**src/rtl/cpu_run_monitor.sv**
```systemverilog
`default_nettype none
// ============================================================================
//  Module   : cpu_run_monitor
//  Purpose  : Watches the CPU program counter, detects halt/timeout, counts
//             cycles and jumps, and records non-sequential PC moves in a FIFO.
//  Revision : 1.0
// ============================================================================
module cpu_run_monitor #(
    parameter int PC_STEP     = 1,
    parameter int HALT_STABLE = 4,
    parameter int MAX_CYCLES  = 100000000,
    parameter int TRACE_AW    = 4
) (
    input  logic                clk,
    input  logic                rst,
    input  logic                run_en,
    input  logic [31:0]         pc,
    input  logic                trace_rd_en,
    output logic [63:0]         trace_data,
    output logic                trace_empty,
    output logic [TRACE_AW:0]   trace_count,
    output logic                trace_overflow,
    output logic [1:0]          state,
    output logic                halted,
    output logic                timeout,
    output logic [31:0]         cycle_count,
    output logic [31:0]         jump_count,
    output logic [31:0]         final_pc
);

    localparam logic [1:0]      c_ST_IDLE     = 2'd0;
    localparam logic [1:0]      c_ST_RUN      = 2'd1;
    localparam logic [1:0]      c_ST_HALTED   = 2'd2;
    localparam logic [1:0]      c_ST_TIMEOUT  = 2'd3;
    localparam int              c_DEPTH       = 2 ** TRACE_AW;
    localparam logic [TRACE_AW:0] c_FULL      = (TRACE_AW + 1)'(c_DEPTH);
    localparam logic [31:0]     c_PC_STEP     = 32'(PC_STEP);
    localparam logic [31:0]     c_STABLE_LAST = 32'(HALT_STABLE - 1);
    localparam logic [31:0]     c_CYCLE_LAST  = 32'(MAX_CYCLES - 1);
    localparam logic [31:0]     c_SAT         = 32'hFFFF_FFFF;

    logic [1:0]          r_state;
    logic [1:0]          w_state_nxt;
    logic [31:0]         r_prev_pc;
    logic [31:0]         r_stable_cnt;
    logic [31:0]         r_cycle_count;
    logic [31:0]         r_jump_count;
    logic [31:0]         r_final_pc;
    logic [63:0]         r_mem [c_DEPTH];
    logic [TRACE_AW-1:0] r_wr_ptr;
    logic [TRACE_AW-1:0] r_rd_ptr;
    logic [TRACE_AW:0]   r_count;
    logic                r_overflow;

    logic w_run_edge;
    logic w_same;
    logic w_seq;
    logic w_jump;
    logic w_halt;
    logic w_timeout;
    logic w_full;
    logic w_empty;
    logic w_pop;
    logic w_push;

    assign w_run_edge = (r_state == c_ST_RUN) && run_en;
    assign w_same     = (pc == r_prev_pc);
    assign w_seq      = (pc == (r_prev_pc + c_PC_STEP));
    // A self-jump is treated as "stable", never as a jump event.
    assign w_jump     = w_run_edge && !w_same && !w_seq;
    assign w_halt     = w_run_edge && w_same && (r_stable_cnt == c_STABLE_LAST);
    assign w_timeout  = w_run_edge && (r_cycle_count == c_CYCLE_LAST);

    assign w_full     = (r_count == c_FULL);
    assign w_empty    = (r_count == '0);
    assign w_pop      = trace_rd_en && !w_empty;
    assign w_push     = w_jump && (!w_full || w_pop);

    always_ff @(posedge clk) begin
        if (rst) begin
            r_state <= c_ST_IDLE;
        end else begin
            r_state <= w_state_nxt;
        end
    end

    always_comb begin
        w_state_nxt = r_state;
        case (r_state)
            c_ST_IDLE: begin
                if (run_en) begin
                    w_state_nxt = c_ST_RUN;
                end
            end
            c_ST_RUN: begin
                if (!run_en) begin
                    w_state_nxt = c_ST_IDLE;
                end else if (w_halt) begin
                    w_state_nxt = c_ST_HALTED;
                end else if (w_timeout) begin
                    w_state_nxt = c_ST_TIMEOUT;
                end
            end
            default: w_state_nxt = r_state;
        endcase
    end

    always_ff @(posedge clk) begin
        if (rst) begin
            r_prev_pc     <= '0;
            r_stable_cnt  <= '0;
            r_cycle_count <= '0;
            r_jump_count  <= '0;
            r_final_pc    <= '0;
        end else if ((r_state == c_ST_IDLE) && run_en) begin
            r_prev_pc     <= pc;
            r_stable_cnt  <= '0;
            r_cycle_count <= '0;
            r_jump_count  <= '0;
        end else if (w_run_edge) begin
            r_prev_pc <= pc;
            if (r_cycle_count != c_SAT) begin
                r_cycle_count <= r_cycle_count + 32'd1;
            end
            if (w_same) begin
                if (r_stable_cnt != c_SAT) begin
                    r_stable_cnt <= r_stable_cnt + 32'd1;
                end
            end else begin
                r_stable_cnt <= '0;
            end
            if (w_jump && (r_jump_count != c_SAT)) begin
                r_jump_count <= r_jump_count + 32'd1;
            end
            if (w_halt || w_timeout) begin
                r_final_pc <= pc;
            end
        end
    end

    // Storage needs no reset: the empty flag masks stale contents.
    always_ff @(posedge clk) begin
        if (w_push) begin
            r_mem[r_wr_ptr] <= {r_prev_pc, pc};
        end
    end

    always_ff @(posedge clk) begin
        if (rst) begin
            r_wr_ptr   <= '0;
            r_rd_ptr   <= '0;
            r_count    <= '0;
            r_overflow <= 1'b0;
        end else begin
            if (w_push) begin
                r_wr_ptr <= r_wr_ptr + 1'b1;
            end
            if (w_pop) begin
                r_rd_ptr <= r_rd_ptr + 1'b1;
            end
            case ({w_push, w_pop})
                2'b10:   r_count <= r_count + 1'b1;
                2'b01:   r_count <= r_count - 1'b1;
                default: r_count <= r_count;
            endcase
            if (w_jump && w_full && !w_pop) begin
                r_overflow <= 1'b1;
            end
        end
    end

    assign trace_data     = w_empty ? 64'd0 : r_mem[r_rd_ptr];
    assign trace_empty    = w_empty;
    assign trace_count    = r_count;
    assign trace_overflow = r_overflow;
    assign state          = r_state;
    assign halted         = (r_state == c_ST_HALTED);
    assign timeout        = (r_state == c_ST_TIMEOUT);
    assign cycle_count    = r_cycle_count;
    assign jump_count     = r_jump_count;
    assign final_pc       = r_final_pc;

endmodule
`default_nettype wire
```
**config.mk**
```make
export PLATFORM = sky130hd
export DESIGN_NAME = cpu_run_monitor
export DESIGN_NICKNAME = d
export VERILOG_FILES = /design/src/rtl/cpu_run_monitor.sv
export SDC_FILE = /design/constraint.sdc
export NUM_CORES = 1
export LEC_CHECK = 0
export BUFFER_PORTS_ARGS = -buffer_cell sky130_fd_sc_hd__buf_4
export CAP_MARGIN = 30
export CORE_MARGIN = 10
export CORE_UTILIZATION = 55
export DETAILED_ROUTE_END_ITERATION = 8
export PLACE_DENSITY = 0.71
export SLEW_MARGIN = 20
export SYNTH_ARGS = -nofsm -noshare
export SYNTH_HDL_FRONTEND = slang
export SYNTH_SLANG_ARGS = --single-unit
```
**constraint.sdc**
```tcl
create_clock -name clk -period 8.6 [get_ports clk]
set_input_delay 1.72 -clock clk [delete_from_list [all_inputs] [get_ports clk]]
set_output_delay 1.72 -clock clk [all_outputs]
set_load 0.05 [all_outputs]
```
==> results of run 1 <==
-- power by group through the flow --
stage          Clock [mW]  Sequential (mW)  Combinational [mW]
4_1_cts              5.39             6.49                3.64
3_3_place_gp            0             6.61                3.59
5_1_grt              5.62             6.49                3.80
6_report             5.30             6.48                3.58
3_5_place_dp            0             6.62                3.63
2_1_floorplan           0             6.58                2.61
-- worst max-delay path: stages, from the launching register on --
cell,delay (ns)
dfxtp_1,0.87
ha_1,0.51
nand3_2,0.30
nor4_4,0.50
nand4_1,0.21
mux2i_1,0.37
nor4_1,0.11
o2111a_2,0.33
nor2_1,0.49
nand2_1,0.34
nor2_4,0.71
buf_4,0.68
-- state kept, by name (all words and copies together), names as in the netlist, named ones only --
name,count
final_pc,32
r_rd_ptr,4
state,2
r_stable_cnt,32
cycle_count,32
trace_count,5
trace_overflow,1
jump_count,32
r_wr_ptr,4
r_mem,1024
r_prev_pc,32
-- kinds of logic after synthesis --
group	after synthesis	synth area share
and+or+nand+nor	639	0.0697
adders and majority gates	13	0.00354
xor gates and xnor gates	117	0.0222
muxes	365	0.159
DFF	1204	0.714
AOI/OAI and AO/OA	141	0.0184
buffers and inverters	152	0.0130
-- worst max path at each step --
stage	to	slack, ns	depth (start not counted)
final	r_mem[6][60]	2.63	11
after global routing	r_mem[6][60]	2.38	11
after CTS	r_mem[14][60]	2.62	10
after detailed placement	r_mem[14][60]	2.49	11
after global placement	r_mem[5][57]	2.58	11
after floorplan	r_mem[3][0]	0.41	9
-- per-layer routing --
| layer | part of all wire | routed length (um) |
|---|---|---|
| met5 | 0 | 0 |
| met3 | 0.067 | 7690 |
| met4 | 0.016 | 1820 |
| met1 | 0.41 | 47400 |
| met2 | 0.50 | 57400 |
-- cells in the final DEF, fill, tap and decap left out, types with 6 or more instances in the layout --
master and n:
edfxtp_1 1024, mux4_2 320, buf_4 245, dfxtp_1 176, nand2_1 144, nor2_1 143
clkbuf_16 122, nor2b_1 73, a21oi_1 66, xor2_1 58, xnor2_1 56, mux2i_1 40
nand3_1 38, nand4_1 35, nor4_1 32, nor3_1 28, and3_1 24, or3_1 23
clkbuf_1 21, clkinv_1 21, clkinv_2 21, inv_1 19, o21ai_0 17, bufinv_16 14
nor2_4 12, or4_1 12, ha_1 12, and2_1 11, and4_1 11, clkbuf_8 11
nand2b_1 9, o31ai_1 7, o211ai_1 6
-- cell type report --
type	instances	area [um^2]	area share
Sequential cell	1204	34400	0.621
Multi-Input combinational cell	1275	13300	0.240
Clock buffer	154	3280	0.0593
Timing Repair Buffer	260	2130	0.0384
Tap cell	1155	1450	0.0261
Clock inverter	71	769	0.0139
Inverter	19	71.3	0.00129
Antenna cell	1	2.50	0.0000452
-- stage by stage --
| stage | cells | hold WS, ns | util | instance area [um^2] | power [mW] |
|---|---|---|---|---|---|
| CTS | 4129 | 0.500 | 0.636 | 55200 | 15.5 |
| floorplan | 2631 | 0.468 | - | 48100 | 9.18 |
| global route | 4138 | 0.520 | 0.638 | 55300 | 15.9 |
| finish | 4139 | 0.497 | 0.638 | 55300 | 15.4 |
| detailed placement | 3904 | 0.478 | 0.589 | 51100 | 10.2 |
| global placement | 3900 | 0.476 | 0.588 | 51000 | 10.2 |
==> summary.txt, run 1 <==
Status
  • Outcome: finished, final reports clean

Synth
  • Register area share after synthesis: 0.714
  • Top-area cell type share of the netlist area: 0.639
  • Dominant cells by area after synthesis: edfxtp_1 64%, mux4_2 15%, dfxtp_1 7.5%
  • Area of the mapped netlist: 0.0481 mm^2
  • Top cells by count, synth: 1024 x edfxtp_1, 320 x mux4_2, 180 x dfxtp_1, 155 x nor2_1, 145 x nand2_1
  • Main synth FF type: edfxtp_1
  • Net count after synthesis: 2680
  • FFs w/ async S/R, synth: 0
  • Top-count cell post-synth: edfxtp_1
  • Cell type with the highest aggregate area in the netlist: edfxtp_1
  • Yosys reg bits: 1204
  • Synth Instances: 2631
  • Yosys cell types: 82
  • Yosys warnings: 0
  • EDFF count, synth: 1024
  • Avg Cell Area, Syn: 18.3 um^2

GRT
  • Total GRT Usage: 0.230
  • Global routing usage on met1: 0.322
  • Largest net degree at the start of global routing: 145
  • GRT met2 Usage: 0.382
  • Met3 usage: 0.0355
  • GR peak layer: met2
  • Gr ovfl total: 0
  • First-pass GRT wire length: 172 mm
  • Vias in the first global route: 26.6k
  • Initial antenna violation count: 2

Clock network
  • Post-CTS setup repair buffer count: 0
  • Skew-Pair Late Insertion Delay: 0.70 ns
  • Root Buffer: clkbuf_16
  • Clock slew seen by the registers of the worst setup and hold paths: 0.06 ns
  • H-tree depth: 3
  • # clock sinks: 1204
  • Number of hold buffers added after CTS: 0
  • Post-CTS Resized: 0
  • TritonCTS Buffers: 119
  • CTS tree: yes
  • CTS max path bufs: 3

STA
  • Final setup viols: 0
  • Unrepaired setup endpoints after global routing: false
  • Final setup skew: 0.0312 ns
  • Hold Violations, Final: 0
  • Slew Limit Headroom: 0.280
  • Fmax: 0.167 GHz
  • Setup TNS: 0 ns
  • Actual slew at the worst max-slew pin: 1.08 ns
  • Max-slew violation count: 0
  • Final period util: 0.695
  • Worst setup margin: 2.63 ns
  • Fin crit period: 5.97 ns

Placement
  • Final HPWL DP: 68.8 mm
  • Placement Setup Slack: 2.49 ns
  • Port Buf Inserts: 206
  • GP Congestion: 0.879

Worst hold path
  • HP Start: final_pc[26]
  • Hold Crit Depth: 2
  • Hold Path Class: flop to flop
  • Hold Crit Endpoint: final_pc[26]

Power and ir drop
  • Clk pwr share: 0.345
  • Pwr dens: 278 mW/mm^2
  • Leakage power: 17.8 nW
  • P_sw: 4.44 mW
  • Pint: 10.9 mW
  • Register share of total power: 0.422
  • Worst VDD drop: 256 uV
  • Combinational share of power: 0.233
  • Switching part of the total power: 0.289

Setup path
  • Max FO, Critical Path: 42
  • Crit Reg-Reg Endpoint: r_mem[6][60]
  • Crit path kind: flop to flop
  • Worst setup EP type: flop
  • Startpoint types: flop
  • WP data required: 8.91 ns
  • Worst Reg-to-Reg Cells: 11
  • Reg2reg setup slack: 2.63 ns
  • Crit path from: r_prev_pc[1]
  • Reg-to-Reg Start: r_prev_pc[1]
  • Critical Path AT: 6.28 ns

Detailed routing
  • DRT Wirelength: 114 mm
  • Vias per cell: 6.20
  • DRT antenna net count: 0
  • Drt pass-1 iters: 5
  • Vias: 25.6k
  • Residual DRC count: 0
  • DR WL/cell: 27.6 um
  • DR iter-0 viols: 2636

Finish
  • # nets final: 2928
  • Area Overhead vs Synth: 15.0%
  • Fillers: 5969
  • Layout cells sized above 1: 0.275

Floorplan
  • Initial cell density of the core: 0.555
  • Total core area: 0.0868 mm^2
  • Ports: 207
  • Die area: 0.0997 mm^2
  • Placement row count: 108
  • Die height: 316 um
  • Die X: 316 um

Run
  • Maxcap violations: 0
Power figures use the tool's default switching activity.
==> run 2, diff against run 1 <==
==> constraint.sdc (replaced) <==
create_clock -name clk -period 5.05 [get_ports clk]
set_input_delay 1.01 -clock clk [delete_from_list [all_inputs] [get_ports clk]]
set_output_delay 1.01 -clock clk [all_outputs]
set_load 0.05 [all_outputs]
==> run 2 against run 1 <==
Against the previous run:
- register-to-register slack got worse by 2.0 ns
- total power increased by 71%
- sequential power is 70% higher
- clock skew is 0.0038 ns higher
- first-iteration DRC count increased by 0.57%
==> summary.txt, run 2 (synthesis gave the netlist of run 1 again) <==
Setup path
  • Startpoint types: flop
  • Crit Reg-Reg Endpoint: trace_count[4]
  • Worst Reg-to-Reg Cells: 14 (+3)
  • Largest delay share family, worst path: multiplexers
  • Critical Path AT: 3.45 ns (-2.83 ns)
  • Critical Path Max Stage Delay: 0.66 ns (-0.21 ns)
  • Crit path kind: flop to output pin
  • Reg2reg setup slack: 0.66 ns (-1.97 ns)
  • Max FO, Critical Path: 36 (-14%)
  • Worst path slowest cell: buf_4
  • WP data required: 4.04 ns (-4.87 ns)
  • Worst setup EP type: output pin
  • Worst path bufs/invs: 2 (+1)
  • Crit path cell chain: buf_4 -> mux4_2 -> mux4_2 -> nor2b_1 -> buf_4
  • Reg-to-Reg Start: r_prev_pc[0]

Finish
  • Commonest non-fill, non-tap cells in the layout: 1024 x edfxtp_1, 320 x mux4_2, 280 x buf_4
  • Layout cells sized above 1: 0.288 (+0.0129)
  • Commonest non-fill, non-tap cell in the layout: edfxtp_1
  • # nets final: 2979 (+1.7%)
  • Number of flip-flops in the largest register: 1024 (unchanged)
  • Register area: 0.0344 mm^2 (unchanged)
  • Area Overhead vs Synth: 16.3%
  • Ant diodes: 0 (-1)
  • Final Core Density: 0.645 (+0.00733)
  • Fillers: 5893 (-1.3%)
  • Biggest register: r_mem
  • Area of the multi-input gates: 0.0133 mm^2 (+0.19%)

Placement
  • GP Congestion: 0.863 (-1.8%)
  • Final HPWL DP: 70.4 mm (+2.3%)
  • Port Buf Inserts: 206 (unchanged)
  • Placement Setup Slack: 0.312 ns (-2.17 ns)

Floorplan
  • Die height: 316 um (unchanged)
  • Die area: 0.0997 mm^2 (unchanged)
  • Total core area: 0.0868 mm^2 (unchanged)
  • Initial cell density of the core: 0.555 (unchanged)
  • Ports: 207 (unchanged)
  • Die X: 316 um (unchanged)
  • Placement row count: 108 (unchanged)

Worst hold path
  • HP Start: trace_overflow
  • Hold Path Class: flop to flop
  • Hold Crit Endpoint: trace_overflow
  • Hold Crit Depth: 1 (-1)

Detailed routing
  • Drt pass-1 iters: 8 (+3)
  • DR WL/cell: 28.0 um (+1.4%)
  • DRT antenna net count: 0 (unchanged)
  • Vias: 26.1k (+1.9%)
  • Residual DRC count: 0 (unchanged)
  • Vias per cell: 6.24 (+0.72%)
  • DRT Wirelength: 117 mm (+2.6%)
  • DR iter-0 viols: 2651 (+0.57%)

STA
  • Unrepaired setup endpoints after global routing: false
  • Fmax: 0.224 GHz
  • Final setup skew: 0.0349 ns (+0.00375 ns)
  • Actual slew at the worst max-slew pin: 0.991 ns (-0.0887 ns)
  • Fin crit period: 4.46 ns
  • Slew Limit Headroom: 0.338 (+0.0576)
  • Max-slew violation count: 0 (unchanged)
  • Worst setup margin: 0.586 ns (-2.04 ns)
  • Hold Violations, Final: 0 (unchanged)
  • Final period util: 0.884
  • Final setup viols: 0 (unchanged)

Power and ir drop
  • Leakage power: 18.1 nW (+1.6%)
  • Worst VDD drop: 456 uV (+78%)
  • Pwr dens: 468 mW/mm^2 (+69%)

Clock network
  • CTS max path bufs: 3 (unchanged)
  • Clock slew seen by the registers of the worst setup and hold paths: 0.06 ns (about the same)
  • CTS tree: yes
  • TritonCTS Buffers: 116 (-2.5%)
  • # clock sinks: 1204 (unchanged)
  • Post-CTS Resized: 0 (unchanged)
  • Root Buffer: clkbuf_16
  • H-tree depth: 3 (unchanged)
  • Number of hold buffers added after CTS: 0 (unchanged)
  • Skew-Pair Late Insertion Delay: 0.70 ns (about the same)
  • Post-CTS setup repair buffer count: 0 (unchanged)

GRT
  • Largest net degree at the start of global routing: 86 (-41%)
  • Vias in the first global route: 26.8k (+1.1%)
  • First-pass GRT wire length: 175 mm (+1.6%)
  • Gr ovfl total: 0 (unchanged)
  • Initial antenna violation count: 2 (unchanged)
  • Total GRT Usage: 0.235 (+0.00441)

Status
  • Outcome: finished, final reports clean

Run
  • Maxcap violations: 0 (unchanged)
[run 2: cell count changes in the layout (fill, tap and decap cells not counted), moves of 5 or more]
cell	delta
buf_8	-5
clkbuf_1	+7
buf_12	+28
buf_4	+35
clkinv_1	-10
[run 2: where the power goes]
group / leakage (nW) / switching (mW) / internal, mW
combinational: 5.40 / 3.75 / 2.52
sequential: 10.8 / 0.120 / 10.9
clock: 1.95 / 3.67 / 5.28
[run 2: cell type report]
class,instances,share of cell area
sequential,1204,0.614
multi-input combinational,1275,0.237
clock buffer,164,0.0598
inverter,19,0.00127
clock inverter,57,0.0116
timing repair buffer,314,0.0500
tap,1155,0.0258
[run 2: worst max-delay path by stage]
stage,start,endpoint,slack (ns),cells after the start
5_1_grt,r_prev_pc[0],trace_count[4],0.41,14
6_report,flop,trace_data[47],0.59,5
3_5_place_dp,pc[28],trace_count[4],0.31,14
3_3_place_gp,pc[28],trace_count[4],0.33,14
2_1_floorplan,r_prev_pc[1],r_mem[11][0],-0.86,11
4_1_cts,flop,trace_data[13],0.50,6
[run 2: metrics by stage]
| stage | area [um^2] | power [mW] | hold slack, ns | std cells | setup TNS, ns |
|---|---|---|---|---|---|
| after CTS | 55900 | 26.4 | 0.497 | 4185 | 0 |
| after floorplan | 48200 | 15.6 | 0.468 | 2631 | -150.38 |
| final | 56000 | 26.2 | 0.491 | 4188 | 0 |
| after global placement | 51900 | 17.4 | 0.467 | 3963 | 0 |
| after global routing | 56000 | 27.1 | 0.511 | 4188 | 0 |
| after detailed placement | 51900 | 17.5 | 0.472 | 3964 | 0 |
[run 2: routing by layer]
metal	global-route usage	share of wire
met5	0	0
met2	0.385	0.50
met3	0.0385	0.074
met1	0.332	0.41
met4	0.0524	0.016
==> run 3, diff against run 2 <==
--- a/config.mk
+++ b/config.mk
@@ -7,7 +7,7 @@
 export LEC_CHECK = 0
 export BUFFER_PORTS_ARGS = -buffer_cell sky130_fd_sc_hd__buf_4
 export CAP_MARGIN = 30
-export CORE_MARGIN = 10
+export CORE_MARGIN = 8
 export CORE_UTILIZATION = 55
 export DETAILED_ROUTE_END_ITERATION = 8
 export PLACE_DENSITY = 0.71
==> run 3 against run 2 <==
Against the previous run:
- worst hold slack improved by 0.011 ns
- cell count decreased by 0.19%
- register-to-register slack got worse by 0.12 ns
- largest cell class unchanged
- highest routed layer unchanged
==> summary.txt, run 3 (synthesis gave the netlist of run 1 again) <==
Finish
  • Commonest non-fill, non-tap cell in the layout: edfxtp_1
  • Commonest non-fill, non-tap cells in the layout: 1024 x edfxtp_1, 320 x mux4_2, 268 x buf_4
  • Area of the multi-input gates: 0.0133 mm^2 (unchanged)
  • Register area: 0.0344 mm^2 (unchanged)
  • Area Overhead vs Synth: 16.0%
  • Biggest register: r_mem
  • Fin area: 0.0558 mm^2 (-0.25%)
  • Layout cells sized above 1: 0.283 (-0.00477)
  • Fillers: 5887 (-0.10%)
  • # nets final: 2973 (-0.20%)
  • Number of flip-flops in the largest register: 1024 (unchanged)
  • Final Core Density: 0.644 (-0.00160)

GRT
  • Met3 usage: 0.0337 (-0.00476)
  • First-pass GRT wire length: 175 mm (-0.36%)
  • Gr ovfl total: 0 (unchanged)
  • Vias in the first global route: 26.9k (+0.13%)
  • Largest net degree at the start of global routing: 81 (-5.8%)
  • GRT met2 Usage: 0.392 (+0.00700)
  • Global routing usage on met1: 0.331 (-0.000811)
  • GR peak layer: met2
  • Initial antenna violation count: 1 (-1)
  • Total GRT Usage: 0.235 (+0.000546)

Floorplan
  • Die area: 0.0972 mm^2 (-2.5%)
  • Die X: 312 um (-1.3%)
  • Die height: 312 um (-1.3%)
  • Ports: 207 (unchanged)
  • Placement row count: 108 (unchanged)
  • Total core area: 0.0868 mm^2 (unchanged)
  • Initial cell density of the core: 0.555 (unchanged)

Placement
  • Port Buf Inserts: 206 (unchanged)
  • Final HPWL DP: 69.2 mm (-1.7%)
  • GP Congestion: 0.855 (-0.89%)
  • Placed instance area: 0.0519 mm^2 (about the same)

STA
  • Fmax: 0.222 GHz (-0.98%)
  • Worst hold slack: 0.502 ns (+0.0109 ns)
  • Hold Violations, Final: 0 (unchanged)
  • Final setup skew: 0.0299 ns (-0.00505 ns)
  • Max-slew violation count: 0 (unchanged)
  • Fin crit period: 4.51 ns (+0.0441 ns)
  • Unrepaired setup endpoints after global routing: false
  • Final setup viols: 0 (unchanged)
  • Slew Limit Headroom: 0.335 (-0.00287)
  • Actual slew at the worst max-slew pin: 0.997 ns (+0.00665 ns)
  • Final period util: 0.893 (+0.00873)

Detailed routing
  • DR iter-0 viols: 2728 (+2.9%)
  • DRT antenna net count: 0 (unchanged)
  • Residual DRC count: 0 (unchanged)
  • DRT Wirelength: 116 mm (-1.1%)
  • Drt pass-1 iters: 5 (-3)
  • DR WL/cell: 27.8 um (-0.87%)
  • Vias per cell: 6.25 (+0.15%)
  • Vias: 26.1k (-0.042%)

Setup path
  • Crit path cell chain: nand3_2 -> or3_1 -> a2111oi_1 -> o22ai_1 -> nor3_1 -> o2111a_1 -> o21a_1 -> ha_1 -> a21o_1 -> a21oi_1 -> xor2_1 -> nor2_1 -> mux2_1
  • Crit path kind: flop to flop
  • Max FO, Critical Path: 8 (-78%)
  • Critical Path AT: 5.06 ns (+1.61 ns)
  • WP data required: 5.60 ns (+1.56 ns)
  • Worst setup EP type: flop
  • Worst path slowest cell: a2111oi_1
  • Startpoint types: flop
  • Critical Path Max Stage Delay: 0.66 ns (about the same)

Clock network
  • Post-CTS setup repair buffer count: 0 (unchanged)
  • TritonCTS Buffers: 118 (+1.7%)
  • CTS max path bufs: 3 (unchanged)
  • # clock sinks: 1204 (unchanged)
  • H-tree depth: 3 (unchanged)
  • Root Buffer: clkbuf_16
  • Post-CTS Resized: 0 (unchanged)
  • CTS tree: yes
  • Number of hold buffers added after CTS: 0 (unchanged)
  • Clock slew seen by the registers of the worst setup and hold paths: 0.06 ns (about the same)
  • Skew-Pair Late Insertion Delay: 0.69 ns (about the same)

Status
  • Outcome: finished, final reports clean

Worst hold path
  • Hold Path Class: flop to flop

Power and ir drop
  • Worst VDD drop: 447 uV (-1.8%)
  • Leakage power: 18.0 nW (-0.60%)
  • Pwr dens: 468 mW/mm^2 (-0.13%)

Run
  • Maxcap violations: 0 (unchanged)
run 3: cell types whose count changed in the layout (fill, tap and decap cells not counted), moves of 2 or more:
cell,change
clkinv_1,+19
buf_4,-12
clkbuf_1,-11
clkbuf_8,-9
buf_12,+5
clkbuf_16,-4
buf_16,-2
clkbuf_2,-2
clkinv_8,+2
clkinvlp_4,+2
run 3: worst paths after layout:
path                 from              to  slack (ns)  cells past startpoint
max          r_prev_pc[9]  trace_count[3]        0.54                     13
min reg2reg   r_rd_ptr[1]            flop        0.50                      2
max reg2reg  r_prev_pc[9]  trace_count[3]        0.54                     13
min           r_rd_ptr[1]            flop        0.50                      2
run 3: per-stage QoR:
| step | cells | setup WS [ns] | power, mW | TNS (ns) |
|---|---|---|---|---|
| 2_1_floorplan | 2631 | -0.859 | 15.6 | -150.38 |
| 3_3_place_gp | 3957 | 0.381 | 17.6 | 0 |
| 3_5_place_dp | 3959 | 0.361 | 17.6 | 0 |
| 4_1_cts | 4179 | 0.528 | 26.4 | 0 |
| 5_1_grt | 4179 | 0.430 | 27.0 | 0 |
| 6_report | 4180 | 0.542 | 26.1 | 0 |
run 3: power breakdown:
group | leakage (nW) | internal [mW] | switching (mW) | total [mW]
Clock | 1.88 | 5.03 | 3.77 | 8.79
Sequential | 10.8 | 10.9 | 0.141 | 11.0
Combinational | 5.37 | 2.60 | 3.71 | 6.31
Total | 18.0 | 18.5 | 7.62 | 26.1
run 3: worst max-delay path: cells and delay by family, from the launching register on:
kind	cells	cell delay, ns
and+or+nand+nor	4	1.08
muxes	1	0.33
xor gates and xnor gates	1	0.18
DFF	1	0.63
AOI/OAI and AO/OA	6	1.86
adders and majority gates	1	0.29
run 3: layout make-up:
type | count | area share
sequential | 1204 | 0.616
clock buffer | 138 | 0.0550
clock inverter | 82 | 0.0148
multi-input combinational | 1275 | 0.238
timing repair buffer | 306 | 0.0494
inverter | 19 | 0.00128
antenna | 1 | 0.0000448
tap | 1155 | 0.0259
run 3: layer usage:
metal / up-vias / part of all wire
met4: 0 / 0.021
met2: 1077 / 0.50
met3: 189 / 0.064
li1: 11100 / -
met1: 13700 / 0.42
met5: - / 0
